### config.mk
export PLATFORM = sky130hd
export DESIGN_NAME = usb_line_tx_flat
export DESIGN_NICKNAME = d
export VERILOG_FILES = /design/src/rtl/usb_line_tx_if.sv /design/src/rtl/usb_line_tx.sv /design/src/flat_wrapper.sv
export SDC_FILE = /design/constraint.sdc
export NUM_CORES = 1
export LEC_CHECK = 0
export CAP_MARGIN = 20
export CORE_MARGIN = 3
export CORE_UTILIZATION = 35
export DETAILED_ROUTE_END_ITERATION = 8
export MAX_ROUTING_LAYER = met4
export PLACE_DENSITY_LB_ADDON = 0.08
export SLEW_MARGIN = 10
export SYNTH_ARGS = -nofsm -noshare
export SYNTH_HDL_FRONTEND = slang
export SYNTH_SLANG_ARGS = --single-unit
### constraint.sdc
create_clock -name clk -period 2.5 [get_ports clk]
set_clock_uncertainty 0.05 [all_clocks]
set_input_delay 0.5 -clock clk [delete_from_list [all_inputs] [get_ports clk]]
set_output_delay 0.5 -clock clk [all_outputs]
set_load 0.1 [all_outputs]
### src/rtl/usb_line_tx_if.sv
// Bit-level handshake between the packet encoder and the USB line transmitter.
// The encoder is the master and offers one bit per cycle. The transmitter is the
// slave and pulls bits with bit_ready.
interface usb_line_tx_if;
  logic bit_in;
  logic bit_valid;
  logic bit_last;
  logic bit_ready;

  modport master (
    output bit_in,
    output bit_valid,
    output bit_last,
    input  bit_ready
  );

  modport slave (
    input  bit_in,
    input  bit_valid,
    input  bit_last,
    output bit_ready
  );
endinterface

### src/rtl/usb_line_tx.sv
// USB line transmitter.
// Each packet is framed as SYNC, the bit-stuffed data and an SE0/J end-of-packet.
// Every symbol is NRZI-coded and registered onto dp/dm/oe.
// The lvl register holds the NRZI line level: 1 means J, 0 means K.
module usb_line_tx #(
  parameter int LOW_SPEED = 0,
  parameter int MAX_ONES  = 6,
  parameter int SE0_BITS  = 2,
  parameter int J_BITS    = 1
) (
  input  logic         clk,
  input  logic         rst_b,
  usb_line_tx_if.slave bus,
  output logic         dp,
  output logic         dm,
  output logic         oe,
  output logic         busy,
  output logic         underrun
);

  // The phase counter is shared by SYNC and both EOP phases.
  localparam int PH_MAX = (SE0_BITS > 8) ? ((J_BITS > SE0_BITS) ? J_BITS : SE0_BITS)
                                         : ((J_BITS > 8) ? J_BITS : 8);
  localparam int PH_W   = $clog2(PH_MAX + 1);
  localparam int ONES_W = $clog2(MAX_ONES + 1);

  localparam logic [PH_W-1:0]   SYNC_LAST = PH_W'(7);
  localparam logic [PH_W-1:0]   SE0_LAST  = PH_W'(SE0_BITS - 1);
  localparam logic [PH_W-1:0]   J_LAST    = PH_W'(J_BITS - 1);
  localparam logic [PH_W-1:0]   PH_ONE    = PH_W'(1);
  localparam logic [ONES_W-1:0] ONES_MAX  = ONES_W'(MAX_ONES);
  localparam logic [ONES_W-1:0] ONES_ONE  = ONES_W'(1);
  localparam logic              LS_POL    = (LOW_SPEED != 0);

  typedef enum logic [2:0] {
    S_IDLE,
    S_SYNC,
    S_DATA,
    S_EOP_SE0,
    S_EOP_J
  } state_t;

  state_t             state_q, state_d;
  logic               lvl_q, lvl_d;
  logic               se0_d;
  logic               oe_q, oe_d;
  logic               dp_q, dm_q;
  logic [ONES_W-1:0]  ones_q, ones_d;
  logic [PH_W-1:0]    ph_q, ph_d;
  logic               pend_q, pend_d;
  logic               und_q, und_d;

  logic               stuff_now;
  logic               stuff_next;
  logic [ONES_W-1:0]  ones_inc;

  // NRZI: a 0 toggles the line level and a 1 holds it.
  function automatic logic nrzi(input logic lvl, input logic b);
    return b ? lvl : ~lvl;
  endfunction

  // Map a line level to dp. The low-speed J state has dp=0.
  function automatic logic level_dp(input logic lvl, input logic se0);
    return se0 ? 1'b0 : (lvl ^ LS_POL);
  endfunction

  // Map a line level to dm.
  function automatic logic level_dm(input logic lvl, input logic se0);
    return se0 ? 1'b0 : ~(lvl ^ LS_POL);
  endfunction

  // A stuffed 0 is owed whenever the run of ones has reached MAX_ONES.
  // The run already includes the final SYNC 1.
  assign stuff_now  = (state_q == S_DATA) && (ones_q == ONES_MAX);
  assign ones_inc   = ones_q + ONES_ONE;
  assign stuff_next = bus.bit_in && (ones_inc == ONES_MAX);

  assign bus.bit_ready = (state_q == S_DATA) && !stuff_now;
  assign busy          = (state_q != S_IDLE);
  assign dp            = dp_q;
  assign dm            = dm_q;
  assign oe            = oe_q;
  assign underrun      = und_q;

  // State register.
  always_ff @(posedge clk or negedge rst_b) begin
    if (!rst_b) state_q <= S_IDLE;
    else        state_q <= state_d;
  end

  // Next-state logic. A new packet may only start once the line has shown
  // at least one idle (oe=0) symbol.
  always_comb begin
    state_d = state_q;
    case (state_q)
      S_IDLE: begin
        if (bus.bit_valid && !oe_q) state_d = S_SYNC;
      end
      S_SYNC: begin
        if (ph_q == SYNC_LAST) state_d = S_DATA;
      end
      S_DATA: begin
        if (stuff_now) begin
          if (pend_q) state_d = S_EOP_SE0;
        end else if (!bus.bit_valid) begin
          // The first SE0 is driven on the abort edge itself.
          state_d = (SE0_BITS == 1) ? S_EOP_J : S_EOP_SE0;
        end else if (bus.bit_last && !stuff_next) begin
          state_d = S_EOP_SE0;
        end
      end
      S_EOP_SE0: begin
        if (ph_q == SE0_LAST) state_d = S_EOP_J;
      end
      S_EOP_J: begin
        if (ph_q == J_LAST) state_d = S_IDLE;
      end
      default: state_d = S_IDLE;
    endcase
  end

  // Output/datapath logic. Computes the symbol that is registered at this
  // edge together with the counters.
  always_comb begin
    lvl_d  = lvl_q;
    se0_d  = 1'b0;
    oe_d   = 1'b1;
    ones_d = ones_q;
    ph_d   = ph_q;
    pend_d = pend_q;
    und_d  = 1'b0;
    case (state_q)
      S_IDLE: begin
        lvl_d  = 1'b1;
        oe_d   = 1'b0;
        ones_d = '0;
        ph_d   = '0;
        pend_d = 1'b0;
        if (bus.bit_valid && !oe_q) begin
          // The first SYNC symbol (a 0) goes out on the start edge.
          lvl_d = nrzi(1'b1, 1'b0);
          oe_d  = 1'b1;
          ph_d  = PH_ONE;
        end
      end
      S_SYNC: begin
        lvl_d = nrzi(lvl_q, ph_q == SYNC_LAST);
        if (ph_q == SYNC_LAST) begin
          ones_d = ONES_ONE;
          ph_d   = '0;
        end else begin
          ph_d = ph_q + PH_ONE;
        end
      end
      S_DATA: begin
        ph_d = '0;
        if (stuff_now) begin
          lvl_d  = nrzi(lvl_q, 1'b0);
          ones_d = '0;
          pend_d = 1'b0;
        end else if (!bus.bit_valid) begin
          se0_d  = 1'b1;
          und_d  = 1'b1;
          ones_d = '0;
          ph_d   = (SE0_BITS == 1) ? '0 : PH_ONE;
        end else begin
          lvl_d  = nrzi(lvl_q, bus.bit_in);
          ones_d = bus.bit_in ? ones_inc : '0;
          pend_d = bus.bit_last && stuff_next;
        end
      end
      S_EOP_SE0: begin
        se0_d = 1'b1;
        ph_d  = (ph_q == SE0_LAST) ? '0 : ph_q + PH_ONE;
      end
      S_EOP_J: begin
        lvl_d = 1'b1;
        if (ph_q == J_LAST) begin
          ph_d   = '0;
          ones_d = '0;
          pend_d = 1'b0;
        end else begin
          ph_d = ph_q + PH_ONE;
        end
      end
      default: begin
        lvl_d  = 1'b1;
        oe_d   = 1'b0;
        ones_d = '0;
        ph_d   = '0;
        pend_d = 1'b0;
      end
    endcase
  end

  // Line and counter registers. Reset parks the line at J with the pads released.
  always_ff @(posedge clk or negedge rst_b) begin
    if (!rst_b) begin
      lvl_q  <= 1'b1;
      dp_q   <= level_dp(1'b1, 1'b0);
      dm_q   <= level_dm(1'b1, 1'b0);
      oe_q   <= 1'b0;
      ones_q <= '0;
      ph_q   <= '0;
      pend_q <= 1'b0;
      und_q  <= 1'b0;
    end else begin
      lvl_q  <= lvl_d;
      dp_q   <= level_dp(lvl_d, se0_d);
      dm_q   <= level_dm(lvl_d, se0_d);
      oe_q   <= oe_d;
      ones_q <= ones_d;
      ph_q   <= ph_d;
      pend_q <= pend_d;
      und_q  <= und_d;
    end
  end

endmodule

### src/flat_wrapper.sv
// flat-port wrapper written by rule: the top's interface ports become plain ports
module usb_line_tx_flat 
#(
  parameter int LOW_SPEED = 0,
  parameter int MAX_ONES  = 6,
  parameter int SE0_BITS  = 2,
  parameter int J_BITS    = 1
)
  (clk, rst_b, dp, dm, oe, busy, underrun, bus_bit_in, bus_bit_valid, bus_bit_last, bus_bit_ready);
  usb_line_tx_if bus_i ();
  input  logic clk;
  input  logic rst_b;
  output logic dp;
  output logic dm;
  output logic oe;
  output logic busy;
  output logic underrun;
  input wire logic [$bits(bus_i.bit_in)-1:0] bus_bit_in;
  input wire logic [$bits(bus_i.bit_valid)-1:0] bus_bit_valid;
  input wire logic [$bits(bus_i.bit_last)-1:0] bus_bit_last;
  output wire logic [$bits(bus_i.bit_ready)-1:0] bus_bit_ready;
  assign bus_i.bit_in = bus_bit_in;
  assign bus_i.bit_valid = bus_bit_valid;
  assign bus_i.bit_last = bus_bit_last;
  assign bus_bit_ready = bus_i.bit_ready;
  usb_line_tx #(.LOW_SPEED(LOW_SPEED), .MAX_ONES(MAX_ONES), .SE0_BITS(SE0_BITS), .J_BITS(J_BITS)) u_core (.clk(clk), .rst_b(rst_b), .bus(bus_i), .dp(dp), .dm(dm), .oe(oe), .busy(busy), .underrun(underrun));
endmodule
After elaboration in Yosys (flattened, before gate mapping)
Cells that the tools add are included.
Operators by class
  add/sub/neg operators: 2
  multipliers: 0
  divide/modulo/power cells: 0
  $lt $le $gt $ge: 0
  eq/ne operators: 15
  shift operators: 0
  mux-type cells: 39
  bitwise gates (word level): 4
  reduce and logical (&&, ||, !) cells: 17
Operators with widths (count)
  3-bit two-way mux: 12
  4-bit case mux with 5 select lines: 1
  1-bit two-way mux: 16
  4-bit two-way mux: 4
  3-bit case mux with 5 select lines: 1
  3-bit case mux with 4 select lines: 1
  3-bit == test (second input constant): 3
  2-bit by 1-bit inequality test with 1-bit output (second input constant): 4
  3-bit by 2-bit == test with 1-bit output (second input constant): 2
  1-bit logical AND: 6
  3-bit by 2-bit inequality test with 1-bit output (second input constant): 2
  3-bit AND reduction: 2
  6-bit AND reduction: 1
  4-bit by 1-bit adder with 4-bit output (second input constant): 1
  4-bit by 1-bit == test with 1-bit output (second input constant): 1
  4-bit by 3-bit == test with 1-bit output (second input constant): 1
  4-bit logical NOT: 1
  4-bit by 3-bit inequality test with 1-bit output (second input constant): 1
  1-bit inverter: 4
  1-bit case mux with 2 select lines: 2
  1-bit case mux with 4 select lines: 1
  4-bit OR reduction: 1
  3-bit by 1-bit adder with 3-bit output (second input constant): 1
  3-bit by 1-bit == test with 1-bit output (second input constant): 1
  other kinds (5): 7
Storage, ports and cells
  register bits after elaboration: 16
  latch bits: 0
  RAM bits: 0
  memory bits (read-only): 0
  output and inout port bits: 6
  word-level logic and storage cells: 86
  memories kept: 0

Longest topological paths before layout
  depth after elaboration: 9
  gate-level depth with buffers: 6
  gate-level depth less buffers: 6

Least setup slack after synthesis
OpenSTA, ideal clock, no wires.
  kind: reg-to-output
  from: reg u_core.ones_q[0]
  to: out bus_bit_ready
  arrival: 2.906 ns
  path slack: -0.956 ns
  cell stages (with the launch flop): 5
  cells stage by stage: dfrtp_1 -> inv_1 -> ha_1 -> and2_1 -> nor3_1
Between the ends
  longest elaborated chain between the ends: 4
RTL lines
  from (decl): line usb_line_tx.sv:48  | logic [ONES_W-1:0] ones_q, ones_d;
  from (signal assigned): line usb_line_tx.sv:212  | ones_q <= ones_d;
  3-bit == test: line usb_line_tx.sv:74  | assign stuff_now = (state_q == S_DATA) && (ones_q == ONES_MAX);
  1-bit logical AND: line usb_line_tx.sv:74
  1-bit logical NOT: line usb_line_tx.sv:78  | assign bus.bit_ready = (state_q == S_DATA) && !stuff_now;
  1-bit logical AND: line usb_line_tx.sv:78
  to (decl): line flat_wrapper.sv:21  | output wire logic [$bits(bus_i.bit_ready)-1:0] bus_bit_ready;
Every way passes these cells.

Final worst setup path
  from: reg u_core.ph_q[1]
  to: reg u_core.state_q[1]
Between the ends
  longest elaborated chain between the ends: 3
RTL lines
  from (decl): line usb_line_tx.sv:49  | logic [PH_W-1:0] ph_q, ph_d;
  from (signal assigned): line usb_line_tx.sv:213  | ph_q <= ph_d;
  4-bit by 1-bit == test with 1-bit output (tied with other cells): line usb_line_tx.sv:113  | if (ph_q == SE0_LAST) state_d = S_EOP_J;
  2-bit by 1-bit inequality test with 1-bit output (no line)
  6-bit AND reduction (no line) *
  to (signal assigned): line usb_line_tx.sv:88  | else state_q <= state_d;
  to (decl): line usb_line_tx.sv:43  | state_t state_q, state_d;
Mark *: on every way between the ends. The rest lies on a longest branch, timed or not.
A chain may end at the register's enable or synchronous reset.

==> flow_metrics.py <==
metrics = {
    "placed_design": {
        "post-place-ws_ps": 249.3,
        "gp_congestion": 0.8653,
        "placed_area_um2": 1141,
        "place.detailed.instances": 142,
        "numPortBuffers": 10,
        "dpl.hpwl_um": 1532,
    },
    "sta": {
        "fin_crit_ps": 2275,
        "finalSetupViolations": 0,
        "finalHoldViolCount": 0,
        "final_report_max_slew_violation_count": 0,
        "rsz0062_at_grt": "false",
        "post-route-period-util": 0.9101,
        "tns_ps": 0,
        "fmax_mhz": 439.5,
        "postLayoutSetupSlackWorst_ps": 224.6,
        "timing_worst_slew_pin_value_ps": 650.8,
        "max-slew-margin-rel": 0.5661,
        "worst_hold_slack_ps": 464.6,
    },
    "detailed_routing": {
        "detailedRoute.firstPassIterationCount": 4,
        "dr.first_iter.drc_count": 19,
        "route.detailed.wl_per_inst_um": 13.95,
        "remaining_design_rule_violation_count": 0,
        "detail-route-antenna-nets": 0,
        "vias": 764,
        "drt-vias-per-instance": 5.233,
        "wl_um": 2036,
    },
    "yosys": {
        "synth.area.top_cells": "sky130_fd_sc_hd__dfrtp_1, sky130_fd_sc_hd__ha_1, sky130_fd_sc_hd__dfstp_2",
        "largest_family_of_logic_cells_by_synthesized_area": "simple AND/OR/NAND/NOR gates",
        "synth-adder-area-share": 0.07722,
        "post_synthesis_xor_xnor_area_fraction": 0.04505,
        "synth_enable_flop_cells": 0,
        "syn_inst": 102,
        "muxShareOfSynthArea": 0.02059,
        "ys_types": 40,
        "synth_async_sr_flop_share": 1.000,
        "postSynthRegisterBits": 16,
        "synth_simple_gate_area_share": 0.2239,
        "yosysTopAreaCell": "sky130_fd_sc_hd__dfrtp_1",
        "synth_most_common_cell": "sky130_fd_sc_hd__dfrtp_1",
        "yosysSeqAreaShare": 0.4144,
        "area_share_of_the_leading_cell_type_in_the_synthesized_netlist": 0.3604,
        "post_synth.cell_area_avg_um2": 9.531,
        "ys_dominant_reg_cell": "sky130_fd_sc_hd__dfrtp_1",
        "yosys_warnings": 0,
        "synth-compound-area-share": 0.1750,
        "synth_fp_nets": 113,
        "synth.top_cells.by_count": "sky130_fd_sc_hd__dfrtp_1, sky130_fd_sc_hd__inv_1, sky130_fd_sc_hd__nand2_1, sky130_fd_sc_hd__o21ai_0, sky130_fd_sc_hd__ha_1",
        "netlist_area_um2": 972.2,
    },
    "critical_path": {
        "timing.rr.start": "u_core.ph_q[1]$_DFF_PN0_",
        "endpoint_kind_of_the_worst_setup_timing_path": "flip-flop",
        "timing.critical_path.arrival_ps": 2420,
        "worst-setup-path-type": "flip-flop to flip-flop",
        "timing.reg2reg.worst_path_depth": 6,
        "crit-reg2reg-capture": "u_core.state_q[1]$_DFFE_PN0P_",
        "largest_driver_fanout_on_the_critical_path": 4,
        "r2r_setup_slack_ps": 220,
        "cp.required_ps": 2640,
        "startpoint_type": "flip-flop",
    },
    "global_route": {
        "grt_antenna_before_repair": 0,
        "global_route_wire_length_before_repair_um": 3588,
        "grt_max_degree": 17,
        "number_of_global_route_vias_before_repair": 734,
        "overflow": 0,
        "grt_usage": 0.1441,
    },
    "cts": {
        "clk-insertion-delay-late_ps": 290,
        "clockBufferDepth": 2,
        "tritoncts_clock_tree": "built",
        "cts-hold-fix-buffers": 0,
        "cts-resized-gates": 0,
        "numCtsBuffers": 3,
        "clock_sinks": 16,
        "cts-htree-levels": 1,
        "clockRootBuffer": "sky130_fd_sc_hd__clkbuf_4",
        "post-cts-setup-buffer-count": 0,
        "clkSlewWorstSetupHoldPaths_ps": 110,
    },
    "power": {
        "finalPower_mw": 1.298,
        "worst_ir_drop_vdd_uv": 704.3,
        "p_leak_nw": 0.5355,
        "power-per-cell-area_nw_per_um2": 1102,
    },
    "floorplan": {
        "fp.dieH_um": 58.71,
        "die_area_um2": 3446,
        "floorplan.core_area_um2": 2567,
        "std_cell_rows": 18,
        "floorplan.io_pins": 11,
        "floorplan.initialDensity": 0.3787,
        "die_w_um": 58.71,
    },
    "run_status": {
        "status": "finished clean",
    },
    "worst_hold_path": {
        "hold_path.class": "input port to asynchronous set/reset pin",
    },
    "cells_and_area": {
        "postLayoutCoreUtil": 0.4586,
        "drive_above_1_share": 0.1466,
        "layoutNonFillerInstCount": 146,
        "flow.area_growth_from_synthesis_pct": 21.11,
        "fin_area_um2": 1177,
        "nNetsFinal": 128,
        "antenna_cells_inserted": 0,
    },
    "job": {
        "number_of_max_cap_violations": 0,
    },
}
## cell type report
type | count | area [um^2]
multi-input combinational | 75 | 538.0
tap | 30 | 37.54
sequential | 16 | 402.9
clock buffer | 4 | 36.28
fill | 252 | 1390
timing repair buffer | 13 | 132.6
inverter | 8 | 30.03
## worst max path at each step
stage	from	to	slack (ps)	cells past startpoint
after global placement	u_core.ph_q[1]$_DFF_PN0_	u_core.state_q[1]$_DFFE_PN0P_	320	6
final	u_core.ph_q[1]$_DFF_PN0_	u_core.state_q[1]$_DFFE_PN0P_	220	6
after detailed placement	u_core.ph_q[1]$_DFF_PN0_	u_core.state_q[1]$_DFFE_PN0P_	250	6
after global routing	u_core.ph_q[0]$_DFF_PN0_	u_core.state_q[1]$_DFFE_PN0P_	120	6
after CTS	u_core.ph_q[1]$_DFF_PN0_	u_core.state_q[1]$_DFFE_PN0P_	230	6
after floorplan	u_core.ones_q[0]$_DFFE_PN0P_	bus_bit_ready	320	4
## layer usage
metal | up-vias | GRT usage | routed length [um]
met5 | - | - | 0
met4 | 0 | 0.06796 | 21
met3 | 2 | 0.02851 | 100
met2 | 16 | 0.1978 | 885
met1 | 354 | 0.2025 | 1029
li1 | 392 | - | -
## flip-flops by register name (all words and copies together), names as in the netlist
register	cells
u_core.dm	1
u_core.dp	1
u_core.lvl_q	1
u_core.oe	1
u_core.ones_q	3
u_core.pend_q	1
u_core.ph_q	4
u_core.state_q	3
u_core.underrun	1
## placed cells by master (no fill, tap or decap), types with 3 or more instances in the layout
| cell type | synthesis | routed |
|---|---|---|
| sky130_fd_sc_hd__nand2b_1 | 4 | 4 |
| sky130_fd_sc_hd__dfrtp_1 | 14 | 14 |
| sky130_fd_sc_hd__ha_1 | 6 | 6 |
| sky130_fd_sc_hd__clkdlybuf4s50_1 | 0 | 4 |
| sky130_fd_sc_hd__xor2_1 | 3 | 3 |
| sky130_fd_sc_hd__inv_1 | 8 | 8 |
| sky130_fd_sc_hd__o21ai_0 | 7 | 7 |
| sky130_fd_sc_hd__nor3b_1 | 3 | 3 |
| sky130_fd_sc_hd__buf_4 | 0 | 7 |
| sky130_fd_sc_hd__nand2_1 | 7 | 7 |
| sky130_fd_sc_hd__nor2_1 | 5 | 5 |
| sky130_fd_sc_hd__clkbuf_4 | 0 | 3 |
| sky130_fd_sc_hd__nor2b_1 | 3 | 3 |
## report_power, final
part           total, mW  switching [mW]  internal [mW]  leakage, nW
clock network      0.181          0.0918         0.0888       0.0210
logic              0.724           0.482          0.242        0.305
registers          0.393          0.0575          0.336        0.209
total               1.30           0.632          0.666        0.536
## kinds of logic (layout without fill, tap and decap cells)
kind of cell             after synthesis  in the layout
buffers and inverters                 11             25
multiplexers                           2              2
flip-flops                            16             16
adder cells (fa/ha/maj)                6              6
AO/OA/AOI/OAI                         24             24
XOR/XNOR                               5              5
AND/OR/NAND/NOR                       38             38
## worst max-delay path, stage by stage (launching register included)
cell and delay, ps:
sky130_fd_sc_hd__dfrtp_1 410, sky130_fd_sc_hd__inv_1 80, sky130_fd_sc_hd__ha_1 140, sky130_fd_sc_hd__or3b_1 360, sky130_fd_sc_hd__a222oi_1 640, sky130_fd_sc_hd__o211ai_2 220
sky130_fd_sc_hd__a22o_1 270
(Power assumes the default switching activity.)
